### config.mk
export PLATFORM = sky130hd
export DESIGN_NAME = des_key_schedule
export DESIGN_NICKNAME = d
export VERILOG_FILES = /design/src/rtl/des_key_schedule.sv
export SDC_FILE = /design/constraint.sdc
export NUM_CORES = 1
export LEC_CHECK = 0
export BUFFER_PORTS_ARGS = -buffer_cell sky130_fd_sc_hd__buf_2
export CORE_AREA = 2 2 329 331
export CTS_CLUSTER_SIZE = 16
export DETAILED_ROUTE_END_ITERATION = 10
export DIE_AREA = 0 0 331 333
export HOLD_SLACK_MARGIN = 0.02
export RECOVER_POWER = 25
export SLEW_MARGIN = 20
export SYNTH_ARGS = -nofsm -noshare
export SYNTH_HDL_FRONTEND = slang
export SYNTH_SLANG_ARGS = --single-unit
export TNS_END_PERCENT = 20
### constraint.sdc
create_clock -name clk -period 9.3 [get_ports clk]
set_input_delay 1.86 -clock clk [delete_from_list [all_inputs] [get_ports clk]]
set_output_delay 1.86 -clock clk [all_outputs]
set_load 0.02 [all_outputs]
### src/rtl/des_key_schedule.sv
// DES key schedule: expands a 64-bit key into subkeys K1..K16, RNDS_PER_CYC rounds per clock.
// Optional odd-parity key check enabled by defining DES_KEY_PARITY_CHECK_EN.
module des_key_schedule #(
  parameter int RNDS_PER_CYC = 1
) (
  input  logic        clk,
  input  logic        rst,
  input  logic        key_valid,
  output logic        key_ready,
  input  logic [0:63] key_in,
  output logic [0:47] key1,
  output logic [0:47] key2,
  output logic [0:47] key3,
  output logic [0:47] key4,
  output logic [0:47] key5,
  output logic [0:47] key6,
  output logic [0:47] key7,
  output logic [0:47] key8,
  output logic [0:47] key9,
  output logic [0:47] key10,
  output logic [0:47] key11,
  output logic [0:47] key12,
  output logic [0:47] key13,
  output logic [0:47] key14,
  output logic [0:47] key15,
  output logic [0:47] key16,
  output logic        keys_valid,
  output logic        busy
`ifdef DES_KEY_PARITY_CHECK_EN
  ,
  output logic        parity_err
`endif
);

  if (!(RNDS_PER_CYC inside {1, 2, 4})) begin : g_bad_param
    $error("des_key_schedule: RNDS_PER_CYC must be 1, 2 or 4");
  end

  localparam logic [1:0] IDLE = 2'd0;
  localparam logic [1:0] RUN  = 2'd1;
  localparam logic [1:0] DONE = 2'd2;

  // Table entries are FIPS bit numbers (1 = MSB).
  localparam int PC1 [56] = '{
    57, 49, 41, 33, 25, 17,  9,  1, 58, 50, 42, 34, 26, 18,
    10,  2, 59, 51, 43, 35, 27, 19, 11,  3, 60, 52, 44, 36,
    63, 55, 47, 39, 31, 23, 15,  7, 62, 54, 46, 38, 30, 22,
    14,  6, 61, 53, 45, 37, 29, 21, 13,  5, 28, 20, 12,  4};

  localparam int PC2 [48] = '{
    14, 17, 11, 24,  1,  5,  3, 28, 15,  6, 21, 10,
    23, 19, 12,  4, 26,  8, 16,  7, 27, 20, 13,  2,
    41, 52, 31, 37, 47, 55, 30, 40, 51, 45, 33, 48,
    44, 49, 39, 56, 34, 53, 46, 42, 50, 36, 29, 32};

  function automatic logic [0:55] pc1(input logic [0:63] k);
    logic [0:55] r;
    r = '0;
    for (int i = 0; i < 56; i++) r[i] = k[PC1[i]-1];
    return r;
  endfunction

  function automatic logic [0:47] pc2(input logic [0:27] c, input logic [0:27] d);
    logic [0:55] cd;
    logic [0:47] r;
    cd = {c, d};
    r  = '0;
    for (int i = 0; i < 48; i++) r[i] = cd[PC2[i]-1];
    return r;
  endfunction

  function automatic logic [0:27] rotl(input logic [0:27] v, input logic two);
    return two ? {v[2:27], v[0:1]} : {v[1:27], v[0]};
  endfunction

  logic [1:0]  state;
  logic [0:27] c_q, d_q, c_nxt, d_nxt;
  logic [3:0]  rnd_q;
  logic [0:47] subkey [16];
  logic [0:47] rkey   [RNDS_PER_CYC];
  logic [3:0]  ridx   [RNDS_PER_CYC];
  logic        last_cyc;

  // Chain RNDS_PER_CYC rounds; rnd_q counts rounds already done, so round r has index r-1.
  always_comb begin
    logic [0:27] c, d;
    logic [3:0]  idx;
    c = c_q;
    d = d_q;
    for (int j = 0; j < RNDS_PER_CYC; j++) begin
      idx     = rnd_q + 4'(j);
      ridx[j] = idx;
      c       = rotl(c, !(idx inside {4'd0, 4'd1, 4'd8, 4'd15}));
      d       = rotl(d, !(idx inside {4'd0, 4'd1, 4'd8, 4'd15}));
      rkey[j] = pc2(c, d);
    end
    c_nxt = c;
    d_nxt = d;
  end

  assign last_cyc = (rnd_q == 4'(16 - RNDS_PER_CYC));

  always_ff @(posedge clk) begin
    if (rst) begin
      state <= IDLE;
      c_q   <= '0;
      d_q   <= '0;
      rnd_q <= '0;
      for (int i = 0; i < 16; i++) subkey[i] <= '0;
    end else begin
      case (state)
        IDLE, DONE: begin
          if (key_valid) begin
            {c_q, d_q} <= pc1(key_in);
            rnd_q      <= '0;
            state      <= RUN;
          end
        end
        RUN: begin
          c_q   <= c_nxt;
          d_q   <= d_nxt;
          rnd_q <= rnd_q + 4'(RNDS_PER_CYC);
          for (int j = 0; j < RNDS_PER_CYC; j++) subkey[ridx[j]] <= rkey[j];
          if (last_cyc) state <= DONE;
        end
        default: state <= IDLE;
      endcase
    end
  end

`ifdef DES_KEY_PARITY_CHECK_EN
  // DES keys carry odd parity per byte; an even byte flags the key but does not stop the schedule.
  always_ff @(posedge clk) begin
    if (rst) begin
      parity_err <= 1'b0;
    end else if (key_valid && state != RUN) begin
      parity_err <= 1'b0;
      for (int b = 0; b < 8; b++)
        if (!(^key_in[8*b +: 8])) parity_err <= 1'b1;
    end
  end
`else
  logic unused_parity_bits;
  assign unused_parity_bits = ^{key_in[7], key_in[15], key_in[23], key_in[31],
                                key_in[39], key_in[47], key_in[55], key_in[63]};
`endif

  assign key_ready  = (state != RUN);
  assign busy       = (state == RUN);
  assign keys_valid = (state == DONE);

  assign key1  = subkey[0];
  assign key2  = subkey[1];
  assign key3  = subkey[2];
  assign key4  = subkey[3];
  assign key5  = subkey[4];
  assign key6  = subkey[5];
  assign key7  = subkey[6];
  assign key8  = subkey[7];
  assign key9  = subkey[8];
  assign key10 = subkey[9];
  assign key11 = subkey[10];
  assign key12 = subkey[11];
  assign key13 = subkey[12];
  assign key14 = subkey[13];
  assign key15 = subkey[14];
  assign key16 = subkey[15];

endmodule
# --- Word level (Yosys, flattened, before mapping) ---
# Memory sizes are Yosys's and may differ from the RTL's.
# Cells that the tools add are included.
totals:
  reg_bits: 62
  ramBits: 768
  in_bits: 67
  output_inout_bits: 771
  memories: 1
mem_list:
  columns: ["name", "depth", "word_bits", "read_ports", "rd_clocked_by_memory_dff", "write_ports", "line_no", "source"]
  rows:
  - ["subkey", 16, 48, 16, 0, 16, "79", "logic [0:47] subkey [16];"]
op_classes:
  n_addsub: 1
  n_eq_ne: 8
  n_mux: 19
  n_reduce_logical: 8
op_table:
  columns: ["cell", "count"]
  rows:
  - ["28-bit two-way mux", 4]
  - ["28-bit one-hot mux with 2 select lines", 2]
  - ["48-bit two-way mux", 1]
  - ["48-bit OR reduction", 1]
  - ["4-bit == test (second input constant)", 2]
  - ["4-bit two-way mux", 2]
  - ["4-bit one-hot mux with 2 select lines", 1]
  - ["1-bit two-way mux", 6]
  - ["4-bit by 1-bit adder with 4-bit output (second input constant)", 1]
  - ["4-bit by 1-bit == test with 1-bit output (second input constant)", 1]
  - ["4-bit zero test", 1]
  - ["2-bit two-way mux", 2]
  - ["2-bit by 1-bit inequality test with 1-bit output (second input constant)", 2]
  - ["2-bit one-hot mux with 2 select lines", 1]
  - ["2-bit AND reduction", 2]
  - ["4-bit nonzero test", 1]
  - ["2-bit by 1-bit == test with 1-bit output (second input constant)", 1]
  - ["2-bit == test (second input constant)", 1]
  - ["2-bit zero test", 1]
  - ["2-bit inequality test (second input constant)", 1]
  - ["2-bit nonzero test", 1]
  - ["2-bit OR reduction", 1]

# --- Depth between registers and ports, before layout ---
logic_depth:
  word_depth: 6
  mapped_depth: 10
  ltp_nobuf: 6

# --- Worst setup path before layout ---
# No wires, ideal clock.
synth_timing:
  path_kind: "in2reg"
  from: "input port rst"
  to: "memory subkey[8][0] (netlist bit), enable pin"
  setup_time_ns: 0.407
  arrival_time_ns: 3.891
  required_ns: 8.893
  slack_ns: 5.002
  cell_stages: 6
  path_cell_list: "buf_2 nor3_1 nand2_1 clkbuf_1 buf_1 nand2_1"
synth_rtl:
  columns: ["element", "line_no", "source"]
  rows:
  - ["start, declared", "7", "input logic rst,"]
  - ["end, declared", "79", null]

==> parameters.txt <==
Parameter                              Value

GRT
  Total routing usage reported by global routing ... 0.208
  Via count of the first global-routing pass ... 21.2k
  Pin count of the biggest net entering global routing ... 60
  Number of antenna violations at the first check in global routing ... 8
  First-pass GRT wire length ... 162000 um
  Gr ovfl total ... 0

Setup path
  Start-to-end type of the worst setup path ... in -> reg
  Crit start category ... primary input
  End of the worst register-to-register path ... subkey[12][33]
  CP Data Required Time ... 9.65 ns
  Worst Reg-to-Reg Cells ... 8
  Critical path cell sequence ... buf_2, clkbuf_1, nor3_1, nand2_2, buf_4, nand2_2, buf_4
  Nature of the critical path endpoint ... flip-flop
  Arr. time, crit path ... 6.81 ns
  Slowest CP cell ... clkbuf_1
  Maximum single-stage delay on the critical path ... 2.30 ns
  Flop2flop setup slack ... 5.24 ns
  Crit path max fanout ... 59
  Startpoint of the lowest-slack register-to-register path ... rnd_q[0]

Synthesis
  Async SR Flop Fraction ... 0
  Warning count from the yosys run ... 0
  Count of mapped cells out of synthesis ... 2332
  Post-synth net total ... 2403
  Mean post-synth cell area ... 13.8 sq um
  Fraction of the yosys area taken by sequential cells ... 0.755
  Primary FF master, synth ... edfxtp_1
  Mapped Area ... 32200 sq um
  Synth cell count leaders ... 812 x nor2_1, 768 x edfxtp_1, 126 x clkbuf_1
  Library cell occupying the most area in the post-synthesis netlist ... edfxtp_1
  Synth Register Bits ... 830
  Leading cell types by total area after synthesis ... edfxtp_1 72%, nor2_1 9.5%, dfxtp_1 3.9%
  Count of different cell masters after synthesis ... 37
  Most instantiated library cell after synthesis ... nor2_1
  Area share of the largest cell type after synthesis ... 0.717
  Number of enable-type register cells in the synthesized netlist ... 768

Routing
  DRC Markers ... 0
  Number of vias per cell after detailed routing ... 4.84
  Length of routed met3 wiring ... 10200 um
  Via count ... 22.3k
  Detail Route Antenna Nets ... 0
  Routed length on met1 ... 45700 um
  Wirelength per Cell ... 26.0 um
  Number of violations reported at the end of detailed-routing iteration 0 ... 2480
  Detail Route met2 WL ... 59600 um
  Highest layer used for signal routing ... met5
  Total wirelength of the detailed-routed design ... 120000 um
  Number of detailed-routing iterations run before antenna repair ... 5

Worst hold path
  Hold Crit Depth ... 2
  Classification of the worst-slack hold path ... reg -> reg
  Origin of the worst min-delay path ... c_q[19]
  Hold path endpoint ... c_q[17]

Clock network
  Post-CTS Setup Inserts ... 0
  Cts bufs inserted ... 87
  Register clock-pin slew on the reported worst setup and hold paths ... 0.06 ns
  Worst skew pair latency ... 0.67 ns
  # clock sinks ... 830
  Quantity of gates resized following cts ... 0
  Post-CTS Hold Buffers ... 0
  Level count of the clock H-tree ... 3
  CTS root buffer ... clkbuf_16
  Clock tree from TritonCTS ... done
  Max Root-Sink Buffers ... 3

Floorplanning
  Starting density of the core ... 0.302
  DIE HEIGHT ... 333 um
  Site row count ... 120
  Chip width ... 331 um
  Area enclosed by the die boundary ... 110000 sq um
  Top Ports ... 838
  Core Footprint ... 107000 sq um

Layout
  Net count of the finished layout ... 3209
  Area of all placed cells without fillers ... 39800 sq um
  Area Growth Syn to Fin ... 23.6%
  Share of cells above drive strength 1 ... 0.169

STA
  Hold Vio Cnt, Final ... 0
  Unrepaired setup endpoints after global routing ... no
  Number of pins with negative max-slew slack in the final report ... 113
  Post-Route Setup TNS ... 0 ns
  Max-Slew Margin vs Limit ... -1.67
  Clock period minus final worst setup slack ... 6.46 ns
  Measured slew at the worst slew-check pin ... 4.00 ns
  Final clock period utilization by the worst path ... 0.695
  Largest clock skew in the final design ... 0.0435 ns
  Setup violation total in the final timing report ... 0
  Max Freq ... 155 MHz

Pwr
  Power per cell area ... 214 nW/um^2
  Maximum VDD drop ... 139 uV
  Leak Pwr ... 13.9 nW

Placement
  Instance area at placement ... 37800 sq um
  Global placement routability congestion ... 0.791
  Detailed placement HPWL ... 76900 um
  Port Buffer Count ... 829

Run status
  Status ... finished with violations
  Failing checks ... capacitance limit, slew limit

Run
  Number of violations of the max-capacitance limit ... 2
==> flip-flops by register name, summed over array words and instances (netlist names) <==
signal and cells:
state 2, rnd_q 4, subkey 768, c_q 28
d_q 28
==> cells in the final DEF (no fill, tap or decap), drive strengths merged, types with 2 or more instances in the layout <==
cell and n:
inv 12, o22ai 48, a211oi 49, nor3 4, a31oi 8, buf 329, nand2b 51, edfxtp 768
clkinvlp 3, ha 4, nand2 35, nor4 2, clkbuf 693, o21ai 10, mux2 7, o221ai 8
and3 4, nand3 11, and2 95, a21oi 88, bufinv 4, a22oi 11, clkinv 37, diode 2
nor2b 3, dfxtp 62, mux2i 41, nor2 812
==> layout make-up <==
class / count / area [sq um]
Antenna cell: 2 / 5.00
Clock buffer: 107 / 2250
Clock inverter: 49 / 444
Fill cell: 10500 / 66800
Inverter: 7 / 26.3
Multi-Input combinational cell: 1297 / 6930
Sequential cell: 830 / 24300
Tap cell: 1403 / 1760
Timing Repair Buffer: 915 / 4070
==> critical path, delay by kind of cell <==
kind                   cells  cell delay, ns
buffers and inverters      4            3.39
AND/OR/NAND/NOR            3            1.47
==> layer usage <==
metal / global-route usage / vias to the layer above
li1: - / 9696
met1: 0.260 / 11200
met2: 0.352 / 1246
met3: 0.0409 / 212
met4: 0.0840 / 8
met5: 0 / -
==> worst max path at each step <==
| stage | from | to | slack (ns) |
|---|---|---|---|
| final | rst | subkey[12][45] | 2.84 |
| after global placement | rst | subkey[11][7] | 3.73 |
| after floorplan | rst | subkey[8][0] | 5.00 |
| after detailed placement | rst | subkey[6][45] | 3.77 |
| after global routing | rst | subkey[12][37] | 2.63 |
| after CTS | rst | subkey[6][34] | 4.51 |
==> logic make-up (layout without fill, tap and decap cells) <==
group                    Yosys count  count (layout)  share of synthesized area
other                              0               2                          0
adder cells (fa/ha/maj)            4               4                    0.00155
multiplexers                      48              48                     0.0152
flip-flops                       830             830                      0.755
buffers and inverters            205            1078                     0.0360
AND/OR/NAND/NOR                 1020            1020                      0.132
AO/OA/AOI/OAI                    225             225                     0.0603
==> metrics by stage <==
step,hold WS (ns),cells,power [W],util,setup slack [ns]
final,0.546,4610,0.00851,0.373,2.84
after global routing,0.574,4608,0.00875,0.373,2.63
after floorplan,0.489,2332,0.00484,-,5.00
after global placement,0.526,4450,0.00523,0.354,3.73
after detailed placement,0.528,4451,0.00524,0.355,3.77
after CTS,0.541,4607,0.00859,0.380,4.51
==> power by group <==
part	internal [W]	switching (W)
Sequential	0.00421	0.0000614
Combinational	0.000183	0.000683
Clock	0.00185	0.00152
Total	0.00625	0.00226
(Power assumes the default switching activity.)
